<file path="src/rtl/dma_pkg.sv">
// Shared types and constants for the four-channel DMA request arbiter.
// Imported by the arbiter top and by the priority encoder.
package dma_pkg;

  localparam int         NUM_CH            = 4;
  localparam logic [7:0] CH_PRIORITY_RESET = 8'hE4;

  typedef enum logic [1:0] {
    IDLE    = 2'd0,
    REQ     = 2'd1,
    GRANT   = 2'd2,
    RELEASE = 2'd3
  } arbState_t;

  // One-hot DACK pattern for a channel index.
  function automatic logic [3:0] ch_onehot(input logic [1:0] ch);
    ch_onehot = 4'b0001 << ch;
  endfunction

endpackage

</file>
<file path="src/rtl/dma_channel_arbiter_if.sv">
// Request/grant bundle between the DMA register file, the CPU hold
// handshake and the channel arbiter; the arbiter uses the slave side.
interface dma_channel_arbiter_if;

  logic [3:0] dreq;
  logic       dreqSense;
  logic       dackSense;
  logic       rotatePri;
  logic       ctrlDisable;
  logic [3:0] mask;
  logic [3:0] softReq;
  logic       hlda;
  logic       cycleDone;
  logic       hrq;
  logic [3:0] dack;
  logic       grantValid;
  logic [1:0] activeCh;
  logic [7:0] chPriority;

  modport master (
    output dreq, dreqSense, dackSense, rotatePri, ctrlDisable,
    output mask, softReq, hlda, cycleDone,
    input  hrq, dack, grantValid, activeCh, chPriority
  );

  modport slave (
    input  dreq, dreqSense, dackSense, rotatePri, ctrlDisable,
    input  mask, softReq, hlda, cycleDone,
    output hrq, dack, grantValid, activeCh, chPriority
  );

endinterface

</file>
<file path="src/rtl/dma_priority_encoder.sv">
// Combinational channel selector: picks the valid channel closest to the
// rotating top pointer and reports the resulting per-channel priorities.
module dma_priority_encoder
  import dma_pkg::*;
(
  input  logic [3:0] valid,
  input  logic [1:0] topCh,
  output logic [1:0] winner,
  output logic       any,
  output logic [7:0] chPriority
);

  logic [1:0] idx_s;

  // Walk from lowest to highest priority so the last hit is the winner.
  always_comb begin
    winner = 2'd0;
    any    = 1'b0;
    idx_s  = 2'd0;
    for (int k = NUM_CH - 1; k >= 0; k--) begin
      idx_s = topCh + 2'(k);
      if (valid[idx_s]) begin
        winner = idx_s;
        any    = 1'b1;
      end else begin
        any    = any;
      end
    end
  end

  // Priority of channel i is its distance from the top pointer.
  always_comb begin
    chPriority = 8'h00;
    for (int i = 0; i < NUM_CH; i++) begin
      chPriority[2*i +: 2] = 2'(i) - topCh;
    end
  end

endmodule

</file>
<file path="src/rtl/dma_channel_arbiter.sv">
// DREQ conditioning, HRQ/HLDA bus-hold sequencing and DACK generation for
// four DMA channels with fixed or rotating priority.
module dma_channel_arbiter
  import dma_pkg::*;
(
  input  logic                  CLK,
  input  logic                  RESET,
  dma_channel_arbiter_if.slave  bus
);

  arbState_t  state_r;
  arbState_t  next_state_s;
  logic [3:0] dreq_q_r;
  logic [3:0] valid_s;
  logic [3:0] dack_int_r;
  logic [1:0] top_ch_r;
  logic [1:0] active_ch_r;
  logic [1:0] winner_s;
  logic       any_s;
  logic       pending_s;
  logic       hrq_s;
  logic       grant_valid_s;
  logic [7:0] ch_priority_s;

  // Polarity-normalised DREQ sampled once per cycle.
  always_ff @(posedge CLK) begin
    if (!RESET) begin
      dreq_q_r <= 4'b0000;
    end else begin
      dreq_q_r <= bus.dreq ^ {4{bus.dreqSense}};
    end
  end

  // Software requests bypass the mask register.
  assign valid_s   = (dreq_q_r & ~bus.mask) | bus.softReq;
  assign pending_s = any_s & ~bus.ctrlDisable;

  dma_priority_encoder u_pri (
    .valid      (valid_s),
    .topCh      (top_ch_r),
    .winner     (winner_s),
    .any        (any_s),
    .chPriority (ch_priority_s)
  );

  // FSM state register.
  always_ff @(posedge CLK) begin
    if (!RESET) begin
      state_r <= IDLE;
    end else begin
      state_r <= next_state_s;
    end
  end

  // FSM next-state logic; a withdrawn request beats a late HLDA in REQ.
  always_comb begin
    next_state_s = state_r;
    case (state_r)
      IDLE: begin
        if (pending_s) next_state_s = REQ;
        else           next_state_s = IDLE;
      end
      REQ: begin
        if (!pending_s)    next_state_s = IDLE;
        else if (bus.hlda) next_state_s = GRANT;
        else               next_state_s = REQ;
      end
      GRANT: begin
        if (!bus.hlda)          next_state_s = IDLE;
        else if (bus.cycleDone) next_state_s = RELEASE;
        else                    next_state_s = GRANT;
      end
      RELEASE: next_state_s = IDLE;
      default: next_state_s = IDLE;
    endcase
  end

  // FSM outputs decoded from the registered state.
  always_comb begin
    hrq_s         = 1'b0;
    grant_valid_s = 1'b0;
    case (state_r)
      IDLE: begin
        hrq_s         = 1'b0;
        grant_valid_s = 1'b0;
      end
      REQ: begin
        hrq_s         = 1'b1;
        grant_valid_s = 1'b0;
      end
      GRANT: begin
        hrq_s         = 1'b1;
        grant_valid_s = 1'b1;
      end
      RELEASE: begin
        hrq_s         = 1'b0;
        grant_valid_s = 1'b0;
      end
      default: begin
        hrq_s         = 1'b0;
        grant_valid_s = 1'b0;
      end
    endcase
  end

  // Grant latch: channel frozen on HLDA, DACK dropped whenever GRANT is left.
  always_ff @(posedge CLK) begin
    if (!RESET) begin
      active_ch_r <= 2'd0;
      dack_int_r  <= 4'b0000;
    end else if ((state_r == REQ) && (next_state_s == GRANT)) begin
      active_ch_r <= winner_s;
      dack_int_r  <= ch_onehot(winner_s);
    end else if (next_state_s != GRANT) begin
      active_ch_r <= active_ch_r;
      dack_int_r  <= 4'b0000;
    end else begin
      active_ch_r <= active_ch_r;
      dack_int_r  <= dack_int_r;
    end
  end

  // Priority pointer: pinned to 0 in fixed mode, advances past the served channel.
  always_ff @(posedge CLK) begin
    if (!RESET) begin
      top_ch_r <= 2'd0;
    end else if (!bus.rotatePri) begin
      top_ch_r <= 2'd0;
    end else if (state_r == RELEASE) begin
      top_ch_r <= active_ch_r + 2'd1;
    end else begin
      top_ch_r <= top_ch_r;
    end
  end

  assign bus.hrq        = hrq_s;
  assign bus.grantValid = grant_valid_s;
  assign bus.activeCh   = active_ch_r;
  assign bus.chPriority = ch_priority_s;
  assign bus.dack       = dack_int_r ^ {4{~bus.dackSense}};

endmodule
</file>
<file path="src/flat_wrapper.sv">
// flat-port wrapper written by rule: the top's interface ports become plain ports
module dma_channel_arbiter_flat import dma_pkg::*;
  (CLK, RESET, bus_dreq, bus_dreqSense, bus_dackSense, bus_rotatePri, bus_ctrlDisable, bus_mask, bus_softReq, bus_hlda, bus_cycleDone, bus_hrq, bus_dack, bus_grantValid, bus_activeCh, bus_chPriority);
  dma_channel_arbiter_if bus_i ();
  input  logic CLK;
  input  logic RESET;
  input wire logic [$bits(bus_i.dreq)-1:0] bus_dreq;
  input wire logic [$bits(bus_i.dreqSense)-1:0] bus_dreqSense;
  input wire logic [$bits(bus_i.dackSense)-1:0] bus_dackSense;
  input wire logic [$bits(bus_i.rotatePri)-1:0] bus_rotatePri;
  input wire logic [$bits(bus_i.ctrlDisable)-1:0] bus_ctrlDisable;
  input wire logic [$bits(bus_i.mask)-1:0] bus_mask;
  input wire logic [$bits(bus_i.softReq)-1:0] bus_softReq;
  input wire logic [$bits(bus_i.hlda)-1:0] bus_hlda;
  input wire logic [$bits(bus_i.cycleDone)-1:0] bus_cycleDone;
  output wire logic [$bits(bus_i.hrq)-1:0] bus_hrq;
  output wire logic [$bits(bus_i.dack)-1:0] bus_dack;
  output wire logic [$bits(bus_i.grantValid)-1:0] bus_grantValid;
  output wire logic [$bits(bus_i.activeCh)-1:0] bus_activeCh;
  output wire logic [$bits(bus_i.chPriority)-1:0] bus_chPriority;
  assign bus_i.dreq = bus_dreq;
  assign bus_i.dreqSense = bus_dreqSense;
  assign bus_i.dackSense = bus_dackSense;
  assign bus_i.rotatePri = bus_rotatePri;
  assign bus_i.ctrlDisable = bus_ctrlDisable;
  assign bus_i.mask = bus_mask;
  assign bus_i.softReq = bus_softReq;
  assign bus_i.hlda = bus_hlda;
  assign bus_i.cycleDone = bus_cycleDone;
  assign bus_hrq = bus_i.hrq;
  assign bus_dack = bus_i.dack;
  assign bus_grantValid = bus_i.grantValid;
  assign bus_activeCh = bus_i.activeCh;
  assign bus_chPriority = bus_i.chPriority;
  dma_channel_arbiter u_core (.CLK(CLK), .RESET(RESET), .bus(bus_i));
endmodule
</file>
<file path="config.mk">
export PLATFORM = sky130hd
export DESIGN_NAME = dma_channel_arbiter_flat
export DESIGN_NICKNAME = d
export VERILOG_FILES = /design/src/rtl/dma_pkg.sv /design/src/rtl/dma_channel_arbiter_if.sv /design/src/rtl/dma_priority_encoder.sv /design/src/rtl/dma_channel_arbiter.sv /design/src/flat_wrapper.sv
export SDC_FILE = /design/constraint.sdc
export NUM_CORES = 1
export LEC_CHECK = 0
export ABC_AREA = 1
export CORE_MARGIN = 5
export CORE_UTILIZATION = 40
export DETAILED_ROUTE_END_ITERATION = 8
export HOLD_SLACK_MARGIN = 0.12
export PLACE_DENSITY = 0.73
export SLEW_MARGIN = 20
export SYNTH_ARGS = -nofsm -noshare
export SYNTH_HDL_FRONTEND = slang
export SYNTH_HIERARCHICAL = 1
export SYNTH_SLANG_ARGS = --single-unit
</file>
<file path="constraint.sdc">
create_clock -name CLK -period 3.6 [get_ports CLK]
set_input_delay 0.36 -clock CLK [delete_from_list [all_inputs] [get_ports CLK]]
set_output_delay 0.36 -clock CLK [all_outputs]
set_load 0.005 [all_outputs]
</file>
==> out/qor.txt <==
=================================================================================
Result of the run                                                    complete, no violations
Maxcap violations                                                               0
R2R Path End                                                         u_core/bus.activeCh[0]$_SDFFE_PN0P_
Timing-limited maximum frequency                                          467 MHz
Total setup violations reported at the end of the flow                          0
Seq cells post-synth                                                           14
Fin worst setup slack                                                     1.46 ns
CTS root buf                                                         sky130_fd_sc_hd__clkbuf_4
Routability congestion estimate from global placement                       0.798
Area of placed instances                                                 1360 µm²
Design area                                                              1390 µm²
Worst path buffer plus inverter count                                           2
Clock Pin Slew Worst Setup and Hold Paths                                 0.08 ns
CTS Buffer Depth                                                                2
Number of vias per cell after detailed routing                               4.86
Hold Path Depth                                                                 2
CP delay by family, top                                                flip-flops
Final worst path period need                                              2.14 ns
Total routing usage reported by global routing                              13.4%
Total via count after detailed routing                                        996
Crit path DAT                                                             1.78 ns
Antenna Cells                                                                   0
Post-CTS sizing                                                                 0
Type of the worst setup path                                         register to primary output
Unrepaired setup endpoints after global routing                                no
Sum of overflow across all layers after global routing                          0
Top cells by area in the synthesized netlist                         sky130_fd_sc_hd__dfxtp_1 27%, sky130_fd_sc_hd__nand2_1 8.9%, sky130_fd_sc_hd__xnor2_1 7.5%
Slowest cell on crit path                                            sky130_fd_sc_hd__dfxtp_1
Number of nets with antenna violations after detailed routing                   0
Share of the synthesized area in the top cell type                          26.6%
Number of buffers inserted by hold repair at cts                                0
Number of rows created at floorplan                                            18
Worst Hold Class                                                     register to register
Number of buffers added on ports                                               35
Worst supply voltage drop on vdd                                         0.197 mV
Final worst-path cycle share                                                59.4%
Cells along the critical path                                        inv_1 > nand2_1 > nand2_2 > clkdlybuf4s50_1
Number of different library cells in the post-synthesis netlist                22
Post-synth design cell area                                              1050 µm²
Synthesized area per cell                                                7.18 µm²
Relative slew margins                                                       65.0%
Core Box Area                                                            2500 µm²
First-pass detailed-route iteration total                                       4
Most frequent cells in the layout                                    35 x sky130_fd_sc_hd__clkdlybuf4s50_1, 25 x sky130_fd_sc_hd__nand2_1, 20 x sky130_fd_sc_hd__inv_1, 14 x sky130_fd_sc_hd__dfxtp_1, 12 x sky130_fd_sc_hd__nor2_1
Reg2Reg Setup Slack                                                       1.55 ns
Number of remaining DRC errors                                                  0
Tot Pwr                                                                  0.360 mW
Die Span X                                                                61.4 µm
Post-CTS setup repair buffer count                                              0
Die height                                                                61.4 µm
Number of ports placed on the die boundary                                     36
Endpoint type of the worst setup path                                primary output
Initial antenna violation count                                                 0
Library cell occupying the most area in the post-synthesis netlist   sky130_fd_sc_hd__dfxtp_1
Pins Over Slew Limit                                                            0
R2R Path Start                                                       u_core/top_ch_r[0]$_SDFFE_PN0N_
Req. time, crit path                                                      3.24 ns
Global-route wire length before repair                                    3730 µm
Leak pwr                                                                 0.592 nW
Levels on crit path                                                             4
Detailed-route wire length per cell                                       11.0 µm
Slew @ Worst Pin                                                         0.525 ns
Biggest fanout along the worst timing path                                     14
Final Hold Violating Endpoints                                                  0
Startpoint type of the worst setup path                                  register
Half-perimeter wire length after placement                                1840 µm
Worst setup path startpoint                                          u_core/top_ch_r[0]$_SDFFE_PN0N_
Number of nets in the synthesized netlist                                     172
Worst slack at placement                                                  1.40 ns
YS warnings                                                                     6
Maximum number of pins on one net before global-route repair                   15
Die footprint                                                            3760 µm²
Portion of the post-synthesis area used by sequential elements              26.6%
Setup total negative slack                                                   0 ns
Cell count after synthesis                                                    147
Number of cells on the worst reg-to-reg path                                   12
Post-synthesis to final-layout area growth                                  32.0%
Clock insertion delay at the later pin of the skew report                 0.30 ns
Number of buffers inserted during clock tree synthesis                          3
Power Dens Cells                                                       259 nW/µm²
Total wire length                                                         2260 µm
Fraction of layout instances using a drive strength above 1                 12.0%
Post-layout utilization of the core                                         55.7%
Maximum level of the CTS H-tree                                                 1
Nets@finish                                                                   201
Total clock sinks                                                              14
Clock tree skew after final layout                                      0.0113 ns
Critical Path Sink                                                   bus_chPriority[1]
Fill cell instance count of the final layout                                  238
Vias in the first global route                                                900
Effective utilization at floorplan                                          42.2%
Initial DRC count                                                              29
Most common library cell in the layout ignoring fill and taps        sky130_fd_sc_hd__clkdlybuf4s50_1
CP peak stage delay                                                       0.66 ns
CTS tree                                                                    built
=================================================================================
## synthesized netlist by cell type
library cell and n:
sky130_fd_sc_hd__a211oi_1 1, sky130_fd_sc_hd__buf_4 4, sky130_fd_sc_hd__xnor2_2 1, sky130_fd_sc_hd__nand3_2 2, sky130_fd_sc_hd__o21bai_1 4, sky130_fd_sc_hd__nand2_2 5
sky130_fd_sc_hd__a21oi_1 7, sky130_fd_sc_hd__nor2_8 1, sky130_fd_sc_hd__xnor2_1 9, sky130_fd_sc_hd__o21ai_2 2, sky130_fd_sc_hd__nand3_1 10, sky130_fd_sc_hd__nand4_1 11
sky130_fd_sc_hd__a211o_1 1, sky130_fd_sc_hd__dfxtp_1 14, sky130_fd_sc_hd__clkbuf_1 3, sky130_fd_sc_hd__inv_2 5, sky130_fd_sc_hd__inv_1 20, sky130_fd_sc_hd__and2_4 1
sky130_fd_sc_hd__ha_1 5, sky130_fd_sc_hd__nor2_1 12, sky130_fd_sc_hd__nand2_1 25, sky130_fd_sc_hd__buf_6 4
## worst min-delay path by stage
stage,end,slack (ns),startpoint
floorplan,u_core/dack_int_r[0]$_SDFFE_PN0P_,0.48,u_core/dack_int_r[0]$_SDFFE_PN0P_
global placement,u_core/bus.activeCh[1]$_SDFFE_PN0P_,0.50,u_core/bus.activeCh[1]$_SDFFE_PN0P_
detailed placement,u_core/dack_int_r[2]$_SDFFE_PN0P_,0.50,u_core/dack_int_r[2]$_SDFFE_PN0P_
CTS,u_core/dack_int_r[2]$_SDFFE_PN0P_,0.51,u_core/dack_int_r[2]$_SDFFE_PN0P_
global route,u_core/dack_int_r[2]$_SDFFE_PN0P_,0.53,u_core/dack_int_r[2]$_SDFFE_PN0P_
finish,u_core/dack_int_r[2]$_SDFFE_PN0P_,0.51,u_core/dack_int_r[2]$_SDFFE_PN0P_
## final cells by class
cell class                 count  area [µm²]  share of cell area (%)
sequential                    14         280                    20.1
timing repair buffer          35         350                    25.2
clock buffer                   4        36.3                    2.61
multi-input combinational     97         594                    42.7
tap                           30        37.5                    2.70
inverter                      25        93.8                    6.74
## per-layer routing
layer / share of wire (%) / up-vias / track usage, %
met4: 2.6 / 0 / 8.18
li1: - / 520 / -
met1: 44 / 444 / 16.1
met5: 0 / - / 0
met2: 47 / 26 / 22.4
met3: 6.2 / 6 / 2.10
## stage by stage
step	cells	hold WS [ns]
2_1_floorplan	147	0.477
3_3_place_gp	201	0.497
3_5_place_dp	201	0.497
4_1_cts	205	0.511
5_1_grt	205	0.531
6_report	205	0.506
## power by group
part           switching [mW]  internal, mW  leakage, nW
logic                  0.0375        0.0420        0.457
registers             0.00169         0.159        0.114
clock network          0.0583        0.0617       0.0210
## flip-flops by register name, indices dropped and copies added (netlist names)
name and flops:
u_core/state_r 2, u_core/bus.activeCh 2, u_core/dack_int_r 4, u_core/top_ch_r 2, u_core/dreq_q_r 4
## worst register-to-register path, cell delays in order (launching register included)
cell and delay (ns):
sky130_fd_sc_hd__dfxtp_1 0.66, sky130_fd_sc_hd__inv_1 0.19, sky130_fd_sc_hd__nand2_1 0.13, sky130_fd_sc_hd__and2_4 0.15
sky130_fd_sc_hd__inv_1 0.05, sky130_fd_sc_hd__nand3_1 0.07, sky130_fd_sc_hd__inv_1 0.09, sky130_fd_sc_hd__nor2_8 0.09
sky130_fd_sc_hd__nand3_2 0.08, sky130_fd_sc_hd__nand2_2 0.17, sky130_fd_sc_hd__nand3_1 0.12, sky130_fd_sc_hd__nand2_1 0.08
sky130_fd_sc_hd__a21oi_1 0.06
## kinds of logic (layout without fill, tap and decap cells)
family / after synthesis / count (layout) / share of synthesized area (%)
AO/OA/AOI/OAI: 15 / 15 / 9.37
XOR/XNOR: 10 / 10 / 9.02
adder cells (fa/ha/maj): 5 / 5 / 5.93
buffers and inverters: 36 / 64 / 17.1
flip-flops: 14 / 14 / 26.6
AND/OR/NAND/NOR: 67 / 67 / 32.0
No activity file was read; power rests on OpenSTA's default activity.
==> patch 1: new RTL, same settings <==
Change the package constant `NUM_CH` from 4 to 3.
--- a/src/rtl/dma_pkg.sv
+++ b/src/rtl/dma_pkg.sv
@@ -4,3 +4,3 @@
 
-  localparam int         NUM_CH            = 4;
+  localparam int         NUM_CH            = 3;
   localparam logic [7:0] CH_PRIORITY_RESET = 8'hE4;
Function: changed (a bounded check fails within 4 cycles, from zero or initial values and one cycle with RESET low).
==> patch 1 against the original RTL <==
  * Total power is 1.9% lower
  * Worst setup slack gained 0.062 ns
  * Routed wire length down 2.8%
  * Cell area decreased by 1.9%
  * Highest routed layer unchanged
  * Clock skew down 0.0064 ns
  * Non-clock buffer count shrank 2
  * Fmax up 3.0%
  * Area after synthesis is 0.24% lower
  * Largest power group unchanged
  * Synthesized cell count is 1.4% lower
  * First-iteration DRC count decreased by 21%
  * Sequential cell count unchanged
  * Final cell count is 2.0% lower
  * Register-to-register slack is essentially flat
==> patch 1: results (changes against the original RTL) <==
Pwr
  • Leak: 0.000591 uW (was 0.000592 uW)
  • VDD IR-drop max: 0.166 mV (was 0.197 mV)

Placement
  • Port Buffers: 33 (was 35)
  • Setup WS pre-CTS: 1.22 ns (was 1.40 ns)
  • RD Place Congestion: 0.732 (was 0.798)
  • DP HPWL: 1810 um (was 1840 um)
  • Placed Cells: 197 (was 201)

Layout
  • FILL cells: 257 (was 238)
  • Largest regs: u_core/dack_int_r: 4 flops, u_core/dreq_q_r: 4 flops (unchanged)
  • Share of cells above drive strength 1: 0.117 (was 0.120)
  • Ant. Diodes: 0 (unchanged)

Route
  • DR iter-0 viols: 23 (was 29)
  • Post-DR wirelength/cell: 10.9 um (was 11.0 um)
  • Drt pass-1 iters: 4 (unchanged)
  • DRC violations left: 0 (unchanged)
  • Vias: 951 (was 996)
  • WL final: 2190 um (was 2260 um)

Synthesis
  • Post-synthesis sequential area ratio: 0.266 (about the same)
  • Ys flop type: dfxtp_1 (unchanged)
  • Number of distinct library cells after synthesis: 25 (was 22)
  • Synth Instances: 145 (was 147)
  • Synth Warn #: 6 (unchanged)
  • Top post-synthesis cells by count: nand2_1, inv_1, dfxtp_1, nand4_1, nor2_1 (was nand2_1, inv_1, dfxtp_1, nor2_1, nand4_1)
  • Synth top area cells: dfxtp_1, nand2_1, inv_1 (was dfxtp_1, nand2_1, xnor2_1)
  • Asr flop ratio synth: 0 (unchanged)

Clocking
  • H-tree Lvls: 1 (unchanged)
  • Clock transition at path regs: 0.08 ns (about the same)
  • Num CTS Buffers: 3 (unchanged)
  • Post-cts sizing count: 0 (unchanged)
  • Setup Fix Bufs, Post-CTS: 0 (unchanged)
  • Clk buf depth: 2 (unchanged)
  • CTS root buf: clkbuf_4 (unchanged)
  • Clk_lat worst skew: 0.29 ns

GRT
  • Initial antenna violation count: 0 (unchanged)
  • Pin count of the biggest net entering global routing: 13 (was 15)
  • Global-route wire length before repair: 3570 um (was 3730 um)
  • GRT Util Overall: 0.131 (was 0.134)
  • Vias in the first global route: 831 (was 900)

Critical path
  • Crit Path Max Fanout: 11 (was 14)
  • Critical Path AT: 2.24 ns (was 1.78 ns)

Min path
  • Hold Path Class: reg2reg (unchanged)

STA
  • Layout Skew: 0.00486 ns (was 0.0113 ns)

Run status
  • Status: complete, no violations (unchanged)
[patch 1: changes by cell type after synthesis, moves of 2 or more]
| cell | unedited run | this run |
|---|---|---|
| nand2_1 | 25 | 22 |
| nand3_1 | 10 | 8 |
| nor2_1 | 12 | 10 |
| o21ai_2 | 2 | 0 |
[patch 1: area by class of cell]
class | count | area [sq um] | area share
inverter | 26 | 103 | 0.0751
sequential | 14 | 280 | 0.205
timing repair buffer | 33 | 330 | 0.242
clock buffer | 4 | 36.3 | 0.0266
multi-input combinational | 94 | 579 | 0.424
tap | 30 | 37.5 | 0.0275
[patch 1: final timing paths]
check,depth (start not counted),slack (ns),from,to
max reg2reg,14,1.55,u_core/top_ch_r[0],u_core/bus.activeCh[0]
min,2,0.50,u_core/bus.activeCh[1],u_core/bus.activeCh[1]
max,16,1.52,bus_mask[2],u_core/bus.activeCh[0]
min reg2reg,2,0.50,u_core/bus.activeCh[1],u_core/bus.activeCh[1]
[patch 1: routing by layer]
metal	vias to the layer above	track usage	share of wire
met4	0	0.0929	0.029
met2	25	0.205	0.48
met5	-	0	0
li1	501	-	-
met1	420	0.162	0.44
met3	5	0.0210	0.058
[patch 1: worst max-delay path: stages]
cell	delay, ns
clkdlybuf4s50_1	0.40
o21bai_1	0.22
inv_1	0.08
nand2_2	0.07
and2_4	0.13
nand2_1	0.06
nand2_1	0.09
inv_1	0.05
nand4_1	0.06
inv_1	0.09
nor2_8	0.09
nand3_2	0.08
nand2_2	0.17
nand3_1	0.14
nand2_1	0.09
a21oi_1	0.05
[patch 1: report_power, final]
part | leakage [uW] | internal, uW | switching [uW] | total (uW)
sequential | 0.000114 | 159 | 1.62 | 161
clock | 0.0000210 | 61.6 | 54.3 | 116
combinational | 0.000456 | 40.9 | 36.1 | 76.9
total | 0.000591 | 262 | 92.0 | 354
[patch 1: cell families after synthesis]
logic type | synth area share
AND/OR/NAND/NOR | 0.320
buffers and inverters | 0.187
adder cells (fa/ha/maj) | 0.0595
flip-flops | 0.266
AO/OA/AOI/OAI | 0.0892
XOR/XNOR | 0.0749
other | 0.00356
[patch 1: per-stage QoR]
stage	instance area, sq um	utilization
2_1_floorplan	1060	-
3_3_place_gp	1330	0.532
3_5_place_dp	1330	0.532
4_1_cts	1370	0.547
5_1_grt	1370	0.547
6_report	1370	0.547
==> patch 2: new RTL, same settings <==
Made on the original files. Make the reset (`RESET`) asynchronous in 4 clocked blocks.
--- a/src/rtl/dma_channel_arbiter.sv
+++ b/src/rtl/dma_channel_arbiter.sv
@@ -25,3 +25,3 @@
   // Polarity-normalised DREQ sampled once per cycle.
-  always_ff @(posedge CLK) begin
+  always_ff @(posedge CLK or negedge RESET) begin
     if (!RESET) begin
@@ -46,3 +46,3 @@
   // FSM state register.
-  always_ff @(posedge CLK) begin
+  always_ff @(posedge CLK or negedge RESET) begin
     if (!RESET) begin
@@ -106,3 +106,3 @@
   // Grant latch: channel frozen on HLDA, DACK dropped whenever GRANT is left.
-  always_ff @(posedge CLK) begin
+  always_ff @(posedge CLK or negedge RESET) begin
     if (!RESET) begin
@@ -123,3 +123,3 @@
   // Priority pointer: pinned to 0 in fixed mode, advances past the served channel.
-  always_ff @(posedge CLK) begin
+  always_ff @(posedge CLK or negedge RESET) begin
     if (!RESET) begin
Function: differs if RESET is asserted again (counterexample within 4 cycles, from zero or initial values and one cycle with RESET low); with RESET held inactive, the same outputs for 10 cycles.
==> patch 2 against the original RTL <==
  * Utilization increased by 0.35 points
  * Cell area grew 0.63%
  * Area after synthesis is 0.12% higher
  * Global-route usage is 0.13 points higher
  * Sequential share of layout area is 4.9 points higher
  * Synthesized cell count shrank 9.5%
  * Sequential cell count unchanged
  * Worst setup slack better by 0.018 ns
  * Total power rose by 25%
  * Routed wire length up 1.9%
==> patch 2: results (changes against the original RTL) <==
GRT
  • GR met2 Demand/Resource: 0.257 (was 0.224)
  • Global-route wire length before repair: 3840 um (was 3730 um)
  • Vias in the first global route: 968 (was 900)
  • GRT Util Overall: 0.135 (was 0.134)
  • M3 GR Usage: 0.0314 (was 0.0210)

Synthesis
  • Xor/xnor cell area share of the yosys netlist: 0.0900 (was 0.0902)
  • Asr flop ratio synth: 1.00 (was 0)
  • Mean Syn Cell Area: 7.94 sq um (was 7.18 sq um)
  • Post-synthesis sequential area ratio: 0.332 (was 0.266)
  • Synth top area cells: dfrtp_1, nand2_1, inv_1 (was dfxtp_1, nand2_1, xnor2_1)
  • Post-Synth Adder-Cell Area: 0.0474 (was 0.0593)
  • Top post-synthesis cells by count: nand2_1, inv_1, dfrtp_1, nand3_1, nand4_1 (was nand2_1, inv_1, dfxtp_1, nor2_1, nand4_1)
  • Number of distinct library cells after synthesis: 24 (was 22)
  • Syn Nets: 157 (was 172)
  • Compound-Gate Fraction of Synth Area: 0.0877 (was 0.0937)

Layout
  • FF/Latch Area: 350 sq um (was 280 sq um)
  • Multi-input combinational area share: 0.388 (was 0.427)
  • FILL cells: 233 (was 238)
  • #MultiIn Comb: 88 (was 97)
  • Area Overhead vs Synth: 32.7% (was 32.0%)
  • Non-clock buffer share of cell area: 0.250 (was 0.252)
  • Non-clock buffers: 35 (unchanged)
  • Clk cell area share: 0.0259 (was 0.0261)
  • Inverters: 22 (was 25)
  • Post-Layout Cell Count: 193 (was 205)

STA
  • Achievable Freq: 0.471 GHz (was 0.467 GHz)
  • Worst slew pin tran: 0.638 ns (was 0.525 ns)
  • Layout Skew: 0.00487 ns (was 0.0113 ns)
  • Worst hold slack: 0.470 ns (was 0.506 ns)

Critical path
  • Flop2flop setup slack: 1.50 ns (was 1.55 ns)
  • Worst-case reg-to-reg path depth: 10 (was 12)
  • Crit path launch: u_core/top_ch_r[0] (unchanged)
  • Slowest cell on crit path: dfrtp_1 (was dfxtp_1)
  • Worst R2R End: u_core/dack_int_r[0] (was u_core/bus.activeCh[0])
  • Critical Path AT: 1.76 ns (was 1.78 ns)

Placement
  • DP HPWL: 1860 um (was 1840 um)
  • Setup WS pre-CTS: 1.28 ns (was 1.40 ns)
  • RD Place Congestion: 0.832 (was 0.798)
  • DP Area: 1370 sq um (was 1360 sq um)

Route
  • WL final: 2300 um (was 2260 um)
  • DR vias/cell: 4.87 (was 4.86)
  • Metal1 wirelength: 921 um (was 998 um)
  • Met2 routed WL: 1160 um (was 1060 um)
  • DR iter-0 viols: 17 (was 29)
  • WL met3: 209 um (was 141 um)

Min path
  • Hold Path Class: in2async (was reg2reg)

Clocking
  • Clk_lat worst skew: 0.27 ns (was 0.30 ns)

Pwr
  • Leak: 0.000684 uW (was 0.000592 uW)
  • VDD IR-drop max: 0.198 mV (was 0.197 mV)
  • Net Switching: 140 uW (was 97.6 uW)

Run status
  • Status: complete, no violations (unchanged)
patch 2: cell count changes in the layout (fill, tap and decap cells not counted), moves of 2 or more:
| cell | delta |
|---|---|
| nand2_1 | +7 |
| dfxtp_1 | -14 |
| nor2_1 | -7 |
| xnor2_1 | -4 |
| nand2_2 | -2 |
| xor2_1 | +4 |
| inv_2 | -3 |
| a21oi_1 | -6 |
| dfrtp_1 | +14 |
patch 2: logic make-up (layout without fill, tap and decap cells):
family | Yosys count | after routing
and+or+nand+nor | 63 | 63
buffers and inverters | 31 | 61
DFF | 14 | 14
AOI/OAI and AO/OA | 11 | 11
xor gates and xnor gates | 10 | 10
adders and majority gates | 4 | 4
patch 2: power by group through the flow:
stage	sequential [uW]	combinational [uW]	clock, uW
after detailed placement	187	154	0
after global routing	186	170	123
final	184	153	113
after floorplan	184	96.9	0
after CTS	184	155	118
after global placement	186	148	0
